## src/rtl/gpu_pkg.sv

```systemverilog
// Shared definitions for the GPU instruction prefetch slice.
package gpu_pkg;

  localparam int unsigned GPU_WADDR_W = 23;  // 16-bit word address width
  localparam int unsigned GPU_LADDR_W = 22;  // 32-bit longword address width

  localparam logic [GPU_WADDR_W-1:0] GPU_RESET_PC = 23'h7F8004;

  typedef enum logic [1:0] {
    FETCH_IDLE,
    FETCH_REQ,
    FETCH_DRAIN
  } fetch_state_t;

endpackage

```

## src/rtl/gpu_prefetch_fifo.sv

```systemverilog
// Circular buffer of 16-bit instruction words with dual-word push,
// single-word pop and synchronous flush.
module gpu_prefetch_fifo
  import gpu_pkg::*;
#(
  parameter int unsigned DEPTH = 4
) (
  input  logic                     i_clk,
  input  logic                     i_rst,
  input  logic                     i_flush,
  input  logic                     i_push0,
  input  logic                     i_push1,
  input  logic [15:0]              i_din0,
  input  logic [15:0]              i_din1,
  input  logic                     i_pop,
  output logic [15:0]              o_head,
  output logic [$clog2(DEPTH):0]   o_count
);

  localparam int unsigned AW = $clog2(DEPTH);

  logic [15:0]   r_mem [DEPTH];
  logic [AW-1:0] r_wr;
  logic [AW-1:0] r_rd;
  logic [AW:0]   r_count;

  logic [AW-1:0] w_wr1;
  logic [AW:0]   w_count_nxt;

  // Second word lands one slot after the first when both are pushed.
  always_comb begin
    w_wr1       = i_push0 ? r_wr + 1'b1 : r_wr;
    w_count_nxt = r_count + (AW+1)'(i_push0) + (AW+1)'(i_push1) - (AW+1)'(i_pop);
  end

  // Storage array; contents are only observable while the count covers them.
  always_ff @(posedge i_clk) begin
    if (!i_flush) begin
      if (i_push0) r_mem[r_wr]  <= i_din0;
      if (i_push1) r_mem[w_wr1] <= i_din1;
    end
  end

  // Pointers and occupancy; flush empties the buffer in one cycle.
  always_ff @(posedge i_clk) begin
    if (i_rst || i_flush) begin
      r_wr    <= '0;
      r_rd    <= '0;
      r_count <= '0;
    end else begin
      r_wr    <= r_wr + AW'(i_push0) + AW'(i_push1);
      r_rd    <= r_rd + AW'(i_pop);
      r_count <= w_count_nxt;
    end
  end

  // The controller's space check must make overflow impossible.
  always_ff @(posedge i_clk) begin
    if (!i_rst && !i_flush) begin
      assert (w_count_nxt <= (AW+1)'(DEPTH));
    end
  end

  // Head reads as zero while the buffer is empty.
  always_comb begin
    o_head  = (r_count != '0) ? r_mem[r_rd] : '0;
    o_count = r_count;
  end

endmodule

```

## src/rtl/gpu_prefetch_ctrl.sv

```systemverilog
// GPU instruction prefetch controller: longword fetch FSM with req/ack
// handshake, jump flush/redirect and head/fetch address tracking.
module gpu_prefetch_ctrl
  import gpu_pkg::*;
#(
  parameter int unsigned            QDEPTH   = 4,
  parameter logic [GPU_WADDR_W-1:0] RESET_PC = GPU_RESET_PC
) (
  input  logic                     sys_clk,
  input  logic                     reset,
  input  logic                     go,
  output logic                     progreq,
  output logic [GPU_LADDR_W-1:0]   progaddr,
  input  logic                     progack,
  input  logic [31:0]              prog_din,
  input  logic                     jump,
  input  logic [GPU_WADDR_W-1:0]   jump_addr,
  output logic [15:0]              instr,
  output logic                     instr_valid,
  input  logic                     instr_take,
  output logic [$clog2(QDEPTH):0]  qcount,
  output logic [23:0]              program_count
);

  localparam int unsigned CW = $clog2(QDEPTH) + 1;

  fetch_state_t r_state;
  fetch_state_t w_state_nxt;

  logic [GPU_WADDR_W-1:0] r_fetch_pc;
  logic [GPU_WADDR_W-1:0] r_head_pc;
  logic [GPU_WADDR_W-1:0] w_fetch_pc_nxt;
  logic [GPU_LADDR_W-1:0] r_progaddr;

  logic [CW-1:0] w_count;
  logic [15:0]   w_head;
  logic [CW:0]   w_free;
  logic [1:0]    w_need;
  logic          w_space;
  logic          w_pop;
  logic          w_accept;
  logic          w_push0;
  logic          w_push1;

  gpu_prefetch_fifo #(
    .DEPTH (QDEPTH)
  ) u_fifo (
    .i_clk   (sys_clk),
    .i_rst   (reset),
    .i_flush (jump),
    .i_push0 (w_push0),
    .i_push1 (w_push1),
    .i_din0  (prog_din[31:16]),
    .i_din1  (prog_din[15:0]),
    .i_pop   (w_pop),
    .o_head  (w_head),
    .o_count (w_count)
  );

  // Space check counts a same-cycle pop as free; a jump suppresses both pop and push.
  always_comb begin
    w_need   = r_fetch_pc[0] ? 2'd1 : 2'd2;
    w_pop    = instr_take && (w_count != '0) && !jump;
    w_free   = (CW+1)'(QDEPTH) - (CW+1)'(w_count) + (CW+1)'(w_pop);
    w_space  = (w_free >= (CW+1)'(w_need));
    w_accept = (r_state == FETCH_REQ) && progack && !jump;
    w_push0  = w_accept && !r_fetch_pc[0];
    w_push1  = w_accept;
  end

  // Fetch-state transitions; an outstanding request always runs to its ack.
  always_comb begin
    w_state_nxt = r_state;
    case (r_state)
      FETCH_IDLE:  if (go && w_space && !jump) w_state_nxt = FETCH_REQ;
      FETCH_REQ:   if (progack) w_state_nxt = FETCH_IDLE;
                   else if (jump) w_state_nxt = FETCH_DRAIN;
      FETCH_DRAIN: if (progack) w_state_nxt = FETCH_IDLE;
      default:     w_state_nxt = FETCH_IDLE;
    endcase
  end

  // Next fetch address: jump redirects, an accepted longword advances by the words kept.
  always_comb begin
    w_fetch_pc_nxt = r_fetch_pc;
    if (jump)          w_fetch_pc_nxt = jump_addr;
    else if (w_accept) w_fetch_pc_nxt = r_fetch_pc + GPU_WADDR_W'(w_need);
  end

  // State register.
  always_ff @(posedge sys_clk) begin
    if (reset) r_state <= FETCH_IDLE;
    else       r_state <= w_state_nxt;
  end

  // Address registers; progaddr is frozen while a request is outstanding.
  always_ff @(posedge sys_clk) begin
    if (reset) begin
      r_fetch_pc <= RESET_PC;
      r_head_pc  <= RESET_PC;
      r_progaddr <= RESET_PC[GPU_WADDR_W-1:1];
    end else begin
      r_fetch_pc <= w_fetch_pc_nxt;
      if (jump)       r_head_pc <= jump_addr;
      else if (w_pop) r_head_pc <= r_head_pc + 1'b1;
      if ((r_state == FETCH_IDLE) || (w_state_nxt == FETCH_IDLE))
        r_progaddr <= w_fetch_pc_nxt[GPU_WADDR_W-1:1];
    end
  end

  // Outputs decoded from registered state.
  always_comb begin
    progreq       = (r_state != FETCH_IDLE);
    progaddr      = r_progaddr;
    instr         = w_head;
    instr_valid   = (w_count != '0);
    qcount        = w_count;
    program_count = {r_head_pc, 1'b0};
  end

endmodule

```

## config.mk

```make
export PLATFORM = sky130hd
export DESIGN_NAME = gpu_prefetch_ctrl
export DESIGN_NICKNAME = d
export VERILOG_FILES = /design/src/rtl/gpu_pkg.sv /design/src/rtl/gpu_prefetch_fifo.sv /design/src/rtl/gpu_prefetch_ctrl.sv
export SDC_FILE = /design/constraint.sdc
export NUM_CORES = 1
export LEC_CHECK = 0
export ABC_CLOCK_PERIOD_IN_PS = 2700
export BUFFER_PORTS_ARGS = -buffer_cell sky130_fd_sc_hd__buf_2
export CORE_ASPECT_RATIO = 1.4
export CORE_MARGIN = 2
export CORE_UTILIZATION = 51
export DETAILED_ROUTE_END_ITERATION = 10
export PLACE_DENSITY = 0.77
export SLEW_MARGIN = 20
export SYNTH_ARGS = -nofsm -noshare
export SYNTH_HDL_FRONTEND = slang
export SYNTH_SLANG_ARGS = --single-unit
```

## constraint.sdc

```tcl
create_clock -name sys_clk -period 2.7 [get_ports sys_clk]
set_input_delay 0.675 -clock sys_clk [delete_from_list [all_inputs] [get_ports sys_clk]]
set_output_delay 0.675 -clock sys_clk [all_outputs]
set_load 0.02 [all_outputs]
```

==> results.yml <==
synth:
  syn_inst: 649
  ys_ff_latch: 141
  yosysMostFrequentCell: "dfxtp_1"
  syn_nets: 727
  postSynthAreaPerCell_um2: 11.1
  synth_commonest_cells: "77 x dfxtp_1, 65 x mux2_2, 64 x edfxtp_1"
  synthTopCellsByArea: "edfxtp_1 27%, dfxtp_1 21%, mux2_2 10%"
  yosys.area.top_type_share: 0.268
  synth_area_mm2: 0.00718
  synth_edf_count: 64
  ys.flop_type: "dfxtp_1"
  seq_area_frac_synth: 0.482
  synthArstFlopShare: 0
  synth_top_area_cell: "edfxtp_1"
  ys_warn_count: 0
  synth_cell_types: 56
global_routing:
  antenna_found_initial: 0
  overflow: 0
  grtUsageTotal: 0.247
  grt_max_degree: 41
  grt_pass1_wl_um: 28800
  grt_pass1_vias: 5586
min_path:
  min-delay-path-class: "reg -> reg"
clock_tree:
  cts.clk_slew.worst_paths_ps: 60
  postCtsHoldBufs: 0
  cts.sinks: 141
  max-clock-path-buffers: 2
  cts_tree: "built"
  cts_root_buf: "clkbuf_16"
  cts_htree_levels: 4
  numCtsBuffers: 17
  clock_latency_ps: 420
setup_path:
  crit_required_ps: 2030
  ff2ff_path_depth: 5
  critPathLaunchType: "flip-flop"
  reg2reg_to: "u_fifo.r_mem[1][15]"
  worstPathCellList: "buf_12, mux4_2, nor2b_1, buf_2"
  critical-path-max-stage-delay_ps: 520
  cp.depth: 4
  path_class: "reg -> out"
  endpoint: "instr[9]"
  startpoint: "u_fifo.r_rd[0]"
  end_kind: "output port"
  critPathTopFamily: "multiplexers"
  worst-r2r-setup-slack_ps: 380
  cp_max_fo: 16
  critPathArrivalTime_ps: 1820
  critPathBufInv: 2
  r2r_start: "u_fifo.r_wr[0]"
  worst_path_max_delay_cell: "mux4_2"
place:
  dp_cells: 959
  post-dp-hpwl_um: 13300
  pre_cts_ws_ps: 130
  numPortBuffers: 126
  gp_congestion: 0.877
power_and_ir_drop:
  leakagePower_nw: 3.49
  finalPower_mw: 5.23
  p_per_area_mw_per_mm2: 591
  ir_drop_mv: 0.400
sta:
  finalHoldViolations: 0
  setup_ws_ps: 207
  report.final.slew_viol_count: 0
  worstMarginPinSlew_ps: 800
  fmax_mhz: 401
  grt_setup_unrepaired: "no"
  min_period_ps: 2490
  fin_crit_sh: 0.923
  slew_headroom: 0.462
  setup_viol: 0
  skew_ps: 10.2
floorplan:
  die_x_um: 104
  die_h_um: 144
  core_area_mm2: 0.0138
  pin_count: 128
  rows: 51
  start_util: 0.518
  dieArea_mm2: 0.0151
route:
  drc_errors: 0
  firstDrtPassIters: 5
  vias: 5641
  drt_iter0_drc: 180
  postRouteAntennaNets: 0
  wl_per_cell_um: 18.4
  viasPerCell: 5.69
  routed_wl_um: 18200
run:
  drv_cap: 0
cells_and_area:
  antenna-diode-count: 0
  area_growth_pct: 23.2
  finalNetCount: 871
  layout.cells.non_filler: 991
  drive_gt1_frac: 0.356
run_status:
  status: "complete, no violations"
sequential cells by signal, indices dropped and copies added, names as in the netlist:
register / count
u_fifo.o_count: 3
u_fifo.r_mem: 64
progaddr: 22
r_fetch_pc: 23
r_head_pc: 23
u_fifo.r_wr: 2
r_state: 2
u_fifo.r_rd: 2
per-layer routing:
metal	global-route usage	share of wire
met5	0	0
met4	0.134	0.045
met3	0.0424	0.050
met2	0.460	0.53
met1	0.266	0.37
worst min-delay path: stages, from the launching register on:
cell	delay (ps)
dfxtp_1	330
a21oi_1	60
o21ai_1	60
power breakdown:
part	switching, mW	total, mW	leakage (nW)	internal [mW]
Sequential	0.0680	2.38	1.21	2.31
Combinational	0.306	0.520	1.98	0.214
Clock	0.915	2.33	0.291	1.42
layout by cell type, fill, tap and decap left out, drive strengths merged, types with 6 or more instances in the layout:
cell and count:
a211oi 7, a21oi 30, inv 26, clkbuf 22
buf 158, nor2b 18, nor3 23, a21boi 11
dfxtp 77, nand4 12, nand2 30, o21ai 32
o21a 6, xor2 15, edfxtp 64, ha 14
o31ai 8, mux4 16, and3 11, nand3 25
mux2 65, xnor2 14, nor4 9, nor2 42
nand2b 9
layout make-up:
type	instances	area [µm²]
fillers	1110	5000
multi-input cells	451	3510
flip-flops and latches	141	3460
repair buffers	158	946
clock buffers	22	498
well taps	185	231
clock inverters	10	101
inverters	24	90.1
through the flow:
stage,hold slack [ps],setup TNS (ps),instance area (µm²),utilization
3_5_place_dp,464,0,8240,0.595
5_1_grt,496,0,8840,0.639
3_3_place_gp,456,0,8240,0.595
2_1_floorplan,456,-1.24,7190,-
6_report,475,0,8840,0.639
4_1_cts,476,0,8840,0.638
kinds of logic after synthesis:
family | Yosys count | synth area share
AND/OR/NAND/NOR | 205 | 0.159
flip-flops | 141 | 0.482
AO/OA/AOI/OAI | 116 | 0.103
multiplexers | 83 | 0.155
buffers and inverters | 57 | 0.0315
XOR/XNOR | 29 | 0.0354
adder cells (fa/ha/maj) | 17 | 0.0328
other | 1 | 0.000522
timing repair:
| action | CTS | global route |
|---|---|---|
| buffers inserted | 0 | 0 |
| setup endpoints to repair | 0 | 28 |
| hold endpoints to repair | 0 | 0 |
| gates resized for setup | 0 | 1 |
worst min path at each step:
stage                       from            to  slack, ps  depth (start not counted)
CTS                  progaddr[5]   progaddr[5]        480                          2
floorplan             r_state[1]    r_state[0]        460                          1
finish              progaddr[15]  progaddr[15]        480                          2
detailed placement  progaddr[15]  progaddr[15]        460                          2
global placement    progaddr[11]  progaddr[11]        460                          2
global route         progaddr[2]   progaddr[2]        500                          2
Power figures use the tool's default switching activity.
